$ cat src/rtl/alu_board_sequencer.sv
// rtl/alu_board_sequencer.sv - key sync/debounce and operand-entry sequencer for the ALU
// Captures A, B and opcode from switches on debounced ENTER presses, registers ALU result.
module alu_board_sequencer #(
  parameter int DEBOUNCE_CYCLES = 16
) (
  input  logic        CLK,
  input  logic        nRST,
  input  logic [3:0]  key_n,
  input  logic [17:0] sw,
  output logic [31:0] port_a,
  output logic [31:0] port_b,
  output logic [3:0]  aluop,
  input  logic [31:0] port_o,
  input  logic        flag_negative,
  input  logic        flag_overflow,
  input  logic        flag_zero,
  output logic [31:0] result,
  output logic [2:0]  res_flags,
  output logic        result_valid,
  output logic [3:0]  stage
);

  localparam int CW = $clog2(DEBOUNCE_CYCLES) + 1;
  localparam logic [CW-1:0] CNT_MAX = CW'(DEBOUNCE_CYCLES - 1);

  typedef enum logic [2:0] {S_GET_A, S_GET_B, S_GET_OP, S_EXEC, S_DONE} state_t;

  logic [1:0]    sync1, sync2, stable, stable_d, press;
  logic [CW-1:0] cnt [2];
  logic          enter_ev, clear_ev;
  logic [31:0]   operand;
  state_t        state, state_nx;

  logic unused_inputs;
  assign unused_inputs = ^{key_n[3:2], sw[17]};

  // Only ENTER (bit 0) and CLEAR (bit 1) are filtered; levels idle high.
  always_ff @(posedge CLK or negedge nRST) begin
    if (!nRST) begin
      sync1    <= 2'b11;
      sync2    <= 2'b11;
      stable   <= 2'b11;
      stable_d <= 2'b11;
      press    <= 2'b00;
      cnt[0]   <= '0;
      cnt[1]   <= '0;
    end else begin
      sync1    <= key_n[1:0];
      sync2    <= sync1;
      stable_d <= stable;
      press    <= stable_d & ~stable;
      for (int k = 0; k < 2; k++) begin
        if (sync2[k] == stable[k]) begin
          cnt[k] <= '0;
        end else if (cnt[k] == CNT_MAX) begin
          stable[k] <= sync2[k];
          cnt[k]    <= '0;
        end else begin
          cnt[k] <= cnt[k] + 1'b1;
        end
      end
    end
  end

  assign enter_ev = press[0];
  assign clear_ev = press[1];
  assign operand  = {{16{sw[16]}}, sw[15:0]};

  always_ff @(posedge CLK or negedge nRST) begin
    if (!nRST) state <= S_GET_A;
    else       state <= state_nx;
  end

  always_comb begin
    state_nx = state;
    if (clear_ev) begin
      state_nx = S_GET_A;
    end else begin
      case (state)
        S_GET_A:  if (enter_ev) state_nx = S_GET_B;
        S_GET_B:  if (enter_ev) state_nx = S_GET_OP;
        S_GET_OP: if (enter_ev) state_nx = S_EXEC;
        S_EXEC:   state_nx = S_DONE;
        S_DONE:   if (enter_ev) state_nx = S_GET_A;
        default:  state_nx = S_GET_A;
      endcase
    end
  end

  // CLEAR outranks any capture, including the EXEC result load.
  always_ff @(posedge CLK or negedge nRST) begin
    if (!nRST) begin
      port_a    <= '0;
      port_b    <= '0;
      aluop     <= '0;
      result    <= '0;
      res_flags <= '0;
    end else if (clear_ev) begin
      port_a    <= '0;
      port_b    <= '0;
      aluop     <= '0;
      result    <= '0;
      res_flags <= '0;
    end else begin
      case (state)
        S_GET_A:  if (enter_ev) port_a <= operand;
        S_GET_B:  if (enter_ev) port_b <= operand;
        S_GET_OP: if (enter_ev) aluop <= sw[3:0];
        S_EXEC: begin
          result    <= port_o;
          res_flags <= {flag_negative, flag_overflow, flag_zero};
        end
        default: ;
      endcase
    end
  end

  always_comb begin
    stage        = 4'b0001;
    result_valid = 1'b0;
    case (state)
      S_GET_A:  stage = 4'b0001;
      S_GET_B:  stage = 4'b0010;
      S_GET_OP: stage = 4'b0100;
      S_EXEC:   stage = 4'b1000;
      S_DONE: begin
        stage        = 4'b1000;
        result_valid = 1'b1;
      end
      default:  stage = 4'b0001;
    endcase
  end

endmodule

$ cat config.mk
export PLATFORM = sky130hd
export DESIGN_NAME = alu_board_sequencer
export DESIGN_NICKNAME = d
export VERILOG_FILES = /design/src/rtl/alu_board_sequencer.sv
export SDC_FILE = /design/constraint.sdc
export NUM_CORES = 1
export LEC_CHECK = 0
export BUFFER_PORTS_ARGS = -buffer_cell sky130_fd_sc_hd__buf_2
export CORE_MARGIN = 2
export CORE_UTILIZATION = 25
export CTS_CLUSTER_DIAMETER = 30
export DETAILED_ROUTE_END_ITERATION = 7
export PLACE_DENSITY_LB_ADDON = 0.08
export SLEW_MARGIN = 15
export SYNTH_ARGS = -nofsm -noshare
export SYNTH_HDL_FRONTEND = slang
export SYNTH_SLANG_ARGS = --single-unit
$ cat constraint.sdc
create_clock -name CLK -period 1.9 [get_ports CLK]
set_input_delay 0.475 -clock CLK [delete_from_list [all_inputs] [get_ports CLK]]
set_output_delay 0.475 -clock CLK [all_outputs]
set_load 0.1 [all_outputs]
==> results of run 1 <==
registers in the layout, summed over array words and instances (netlist names):
signal,flops
result,32
sync1,2
port_b,17
press,2
port_a,17
cnt,10
stable_d,2
stable,2
state,3
sync2,2
res_flags,3
aluop,4
worst max-delay path, cell delays in order (launching register included):
cell	delay (ns)
dfrtp_2	0.41
buf_4	0.16
nor3b_2	0.26
buf_12	0.22
power groups by stage:
stage	Combinational, uW	Clock [uW]	Sequential, uW
2_1_floorplan	247	0	2320
3_3_place_gp	573	0	2150
3_5_place_dp	575	0	2150
4_1_cts	579	2060	2110
5_1_grt	606	2140	2120
6_report	572	1970	2110
routing by layer:
layer | share of wire [%] | vias to the layer above | GRT usage (%)
li1 | - | 1434 | -
met1 | 45 | 1435 | 15.2
met2 | 45 | 123 | 18.5
met3 | 8.6 | 10 | 4.28
met4 | 1.2 | 0 | 3.75
met5 | 0 | - | 0
layout make-up:
type	instances	area [um^2]	area share, %
clock inverters	3	65.1	1.22
inverters	3	11.3	0.210
repair buffers	185	1090	20.4
well taps	216	270	5.05
clock buffers	13	260	4.86
multi-input cells	197	1230	23.1
flip-flops and latches	96	2420	45.2
final timing paths:
path / start / cells after the start / endpoint
max in group asynchronous: nRST / 3 / sync1[1]$_DFF_PN1_
max reg2reg: state[0]$_DFFE_PN0P_ / 6 / port_a[4]$_DFFE_PN0P_
min reg2reg: sync1[0]$_DFF_PN1_ / 0 / sync2[0]$_DFF_PN1_
max: state[0]$_DFFE_PN0P_ / 3 / stage[2]
min: key_n[1] / 1 / sync1[1]$_DFF_PN1_
min in group asynchronous: nRST / 2 / result[13]$_DFFE_PN0P_
logic make-up (layout without fill, tap and decap cells):
kind of cell             Yosys count  count (layout)  share of synthesized area, %
buffers and inverters             56             204                          9.53
multiplexers                       8               8                          2.13
XOR/XNOR                           7               7                          1.54
flip-flops                        96              96                          60.4
adder cells (fa/ha/maj)            2               2                         0.627
AO/OA/AOI/OAI                     74              74                          13.2
AND/OR/NAND/NOR                  106             106                          12.6
what timing repair did:
item | in CTS | in global routing
resized for setup | 3 | 3
setup endpoints to repair | 5 | 3
hold endpoints to repair | 5 | 0
hold buffers | 1 | 0
pin swaps | 0 | 1
setup buffers | 5 | 3
layout by cell type, fill, tap and decap left out, types with 2 or more instances in the layout:
master and n:
buf_2 157, dfrtp_1 83, nand2_1 65, a22o_1 35, a21oi_1 30, buf_4 19
nor2_1 13, clkbuf_16 9, dfstp_2 8, buf_12 7, xor2_1 6, nand2_2 6
dfrtp_2 5, nand3_1 4, a21oi_2 4, mux2i_1 4, mux2_2 4, inv_1 3
o21ai_0 2, and2_1 2, nor2b_1 2, nor2_2 2, and3_1 2, and4bb_2 2
nor3_1 2, ha_1 2, clkbuf_1 2, clkbuf_8 2, bufinv_16 2
metrics by stage:
step                      instances  util, %  total power, uW
after floorplan                 349        -             2570
after global placement          688     31.3             2720
after detailed placement        688     31.3             2730
after CTS                       710     33.7             4750
after global routing            713     33.9             4860
final                           713     33.9             4660
==> impl_metrics.toml, run 1 <==
[power_and_ir_drop]
power.density_nw_per_um2 = 871
swShare_pct = 26.5
p_int_uw = 3430
power.leakage_uw = 0.00266
combPwrFrac_pct = 12.3
peakVddDrop_mv = 0.496
seqPwrFrac_pct = 45.3
switching_power_uw = 1230
clkPwrFrac_pct = 42.4

[sta]
setup_slack_ns = 0.0419
hold_viol = 0
fin_hold_ws_ns = 0.234
worst_pin_slew_ns = 0.512
final.period_utilization_pct = 97.8
slew-limit-headroom_pct = 66.1
max_freq_mhz = 538
finalSetupViolations = 0
layout_min_cycle_time_ns = 1.86
rsz0062_at_grt = "yes"
tns_ns = 0
fin_skew_ns = 0.00713
drv_slew = 0

[floorplanning]
rows = 46
start_util_pct = 25.3
chipHeight_um = 130
fp.dieW_um = 130
dieArea_um2 = 17000
ios = 167
core_um2 = 15800

[placed_design]
gp_congestion = 0.726
place_ws_ns = 0.266
dpl.hpwl_mm = 6.69
placedInstanceArea_um2 = 4940
port_buffers = 163

[cells_and_area]
drive_gt1_share_pct = 47.3
area_growth_pct = 34.0
n_antenna_cell = 0
n_fill_cell = 1670
finish.net_count = 553
fin_area_um2 = 5350

[yosys]
synth_cells = 349
synthTopCellsByCount = "dfrtp_1 (88), nand2_1 (66), a22o_1 (35)"
synth_ff_type = "dfrtp_1"
synth-edff-count = 0
synth_top_area_share_pct = 55.2
ys_warn_count = 0
yosysSeqAreaShare_pct = 60.4
ys_ff_latch = 96
avgSynthCellArea_um2 = 11.4
synth.largest_area_cell = "dfrtp_1"
synth_fp_nets = 410
synth_async_sr_flop_share_pct = 100
synth_area_leaders = "dfrtp_1 (55%), a22o_1 (7.7%), nand2_1 (6.2%)"
synth_area_um2 = 3990
synth.distinct_cells = 33
yosys.cell_count.top_type = "dfrtp_1"

[critical_path]
critPathMaxFanout = 5
required_ns = 1.42
worstSetupPathType = "reg -> out"
reg2reg_slack_ns = 0.18
setup.worst_path.end_class = "primary output"
cp-start-kind = "flop"
cp.arrival_ns = 1.38

[global_routing]
first_global_vias = 2998
grt_pass1_wl_mm = 15.6
grtUsageTotal_pct = 11.8
grt_max_degree = 42
grt_antenna_before_repair = 0
overflow = 0

[drt]
drtIter0Drc = 114
vias = 3002
wl_per_cell_um = 13.9
ant_nets = 0
route.detailed.drc = 0
viasPerCell = 4.21
routed_wl_mm = 9.89
first_pass_iters = 5

[clock_tree]
cts_root_buf = "clkbuf_16"
cts_sinks = 96
cts_tree = "done"
cts_buffers = 9
clockBufferDepth = 2
clkSlewWorstSetupHoldPaths_ns = 0.06
clock_latency_ns = 0.34
cts_htree_levels = 3

[outcome]
status = "completed"

[flow_run]
cap_violations = 0

[hold_path]
hold_path_class = "in -> reg"
Note: power is estimated with default switching activity, not from simulation.
==> run 2, diff against run 1 <==
--- a/config.mk
+++ b/config.mk
@@ -11,6 +11,7 @@
 export CTS_CLUSTER_DIAMETER = 30
 export DETAILED_ROUTE_END_ITERATION = 7
 export PLACE_DENSITY_LB_ADDON = 0.08
+export SETUP_SLACK_MARGIN = 0.1
 export SLEW_MARGIN = 15
 export SYNTH_ARGS = -nofsm -noshare
 export SYNTH_HDL_FRONTEND = slang
==> impl_metrics.toml, run 2 (synthesis gave the netlist of run 1 again) <==
[outcome]
status = "completed"

[drt]
route.detailed.drc = 0
viasPerCell = 4.20
vias = 3001
first_pass_iters = 4
drtIter0Drc = 104
ant_nets = 0
wl_per_cell_um = 14.0
routed_wl_mm = 10.0

[cells_and_area]
final_common_cell = "buf_2"
largest_reg_flops = 32
largestRegisters = "result x32, port_a x17, port_b x17"
final_cells = 714
n_fill_cell = 1641
finish.net_count = 554
postLayoutCoreUtil_pct = 34.7
top_register = "result"
n_antenna_cell = 0
drive_gt1_share_pct = 47.8
final_cell_mix = "buf_2 (125), dfrtp_1 (83), nand2_1 (65)"
area_growth_pct = 37.1

[placed_design]
gp_congestion = 0.688
dpl.hpwl_mm = 6.62
placed_cells = 688
port_buffers = 163
place_ws_ns = 0.218

[sta]
rsz0062_at_grt = "yes"
worst_pin_slew_ns = 0.507
tns_ns = 0
fin_hold_ws_ns = 0.0509
max_freq_mhz = 531
hold_viol = 0
drv_slew = 0
finalSetupViolations = 0
slew-limit-headroom_pct = 66.5
fin_skew_ns = 0.00637
layout_min_cycle_time_ns = 1.88
setup_slack_ns = 0.0159
final.period_utilization_pct = 99.2

[critical_path]
cp-start-kind = "flop"
cp.arrival_ns = 1.41
required_ns = 1.42
critPathMaxFanout = 4
setup.worst_path.end_class = "primary output"
worstSetupPathType = "reg -> out"

[global_routing]
grt_max_degree = 42
grt_antenna_before_repair = 0
overflow = 0
grtUsageTotal_pct = 12.1
grt_pass1_wl_mm = 15.6
first_global_vias = 2960

[power_and_ir_drop]
peakVddDrop_mv = 0.419
power.density_nw_per_um2 = 840
seqPwrFrac_pct = 46.0
clkPwrFrac_pct = 41.4
power.leakage_uw = 0.00271
combPwrFrac_pct = 12.6
p_int_uw = 3340
switching_power_uw = 1260
swShare_pct = 27.3

[clock_tree]
clockBufferDepth = 2
cts_root_buf = "clkbuf_16"
cts_buffers = 9
cts_sinks = 96
clock_latency_ns = 0.34
cts_htree_levels = 3
hold_buffers = 0
clkSlewWorstSetupHoldPaths_ns = 0.07
cts_tree = "done"

[hold_path]
hold_path_class = "in -> async"

[floorplanning]
rows = 46
ios = 167
core_um2 = 15800
fp.dieW_um = 130
chipHeight_um = 130
start_util_pct = 25.3
dieArea_um2 = 17000

[flow_run]
cap_violations = 0
## run 2: cell type report
type	count	area (um^2)	area share [%]
flip-flops and latches	96	2420	44.2
multi-input cells	197	1260	23.1
clock inverters	2	37.5	0.686
repair buffers	186	1190	21.8
inverters	3	15.0	0.274
well taps	216	270	4.94
clock buffers	14	274	5.01
## run 2: worst paths after layout
kind / start / endpoint / cells past startpoint / slack (ns)
worst max-delay path: state[1]$_DFFE_PN0P_ / stage[3] / 5 / 0.02
worst min-delay path: nRST / result[12]$_DFFE_PN0P_ / 1 / 0.05
worst max register to register: state[2]$_DFFE_PN0P_ / port_a[12]$_DFFE_PN0P_ / 5 / 0.27
worst min register to register: sync1[1]$_DFF_PN1_ / sync2[1]$_DFF_PN1_ / 0 / 0.36
max in group asynchronous: nRST / port_a[1]$_DFFE_PN0P_ / 2 / 1.25
min in group CLK: key_n[1] / sync1[1]$_DFF_PN1_ / 1 / 0.22
## run 2: power by group through the flow
stage / clock network [uW] / registers [uW] / logic [uW]
global placement: 0 / 2150 / 570
global route: 2070 / 2120 / 616
floorplan: 0 / 2320 / 248
finish: 1900 / 2110 / 581
CTS: 1980 / 2110 / 576
detailed placement: 0 / 2150 / 570
## run 2: metal layers
| layer | track usage (%) | wire length, um | up-vias |
|---|---|---|---|
| met4 | 5.26 | 190 | 0 |
| li1 | - | - | 1430 |
| met3 | 4.44 | 926 | 12 |
| met5 | 0 | 0 | - |
| met2 | 18.5 | 4430 | 131 |
| met1 | 15.5 | 4480 | 1428 |
## run 2: through the flow
| stage | total power [uW] | cell area [um^2] |
|---|---|---|
| floorplan | 2570 | 4060 |
| global placement | 2720 | 4970 |
| detailed placement | 2720 | 4970 |
| CTS | 4670 | 5390 |
| global route | 4810 | 5470 |
| finish | 4600 | 5470 |
## run 2: worst max-delay path, cell delays in order, from the launching register on
cell and delay, ns:
dfrtp_2 0.44, nor2_4 0.15, buf_4 0.14, nand2_4 0.06, o21ai_4 0.07, buf_12 0.19
## run 2: what timing repair did
action | 4_1_cts | 5_1_grt
gates resized for setup | 8 | 48
setup endpoints to repair | 5 | 37
pin swaps | 3 | 1
buffers inserted | 9 | 1
gates cloned | 0 | 0
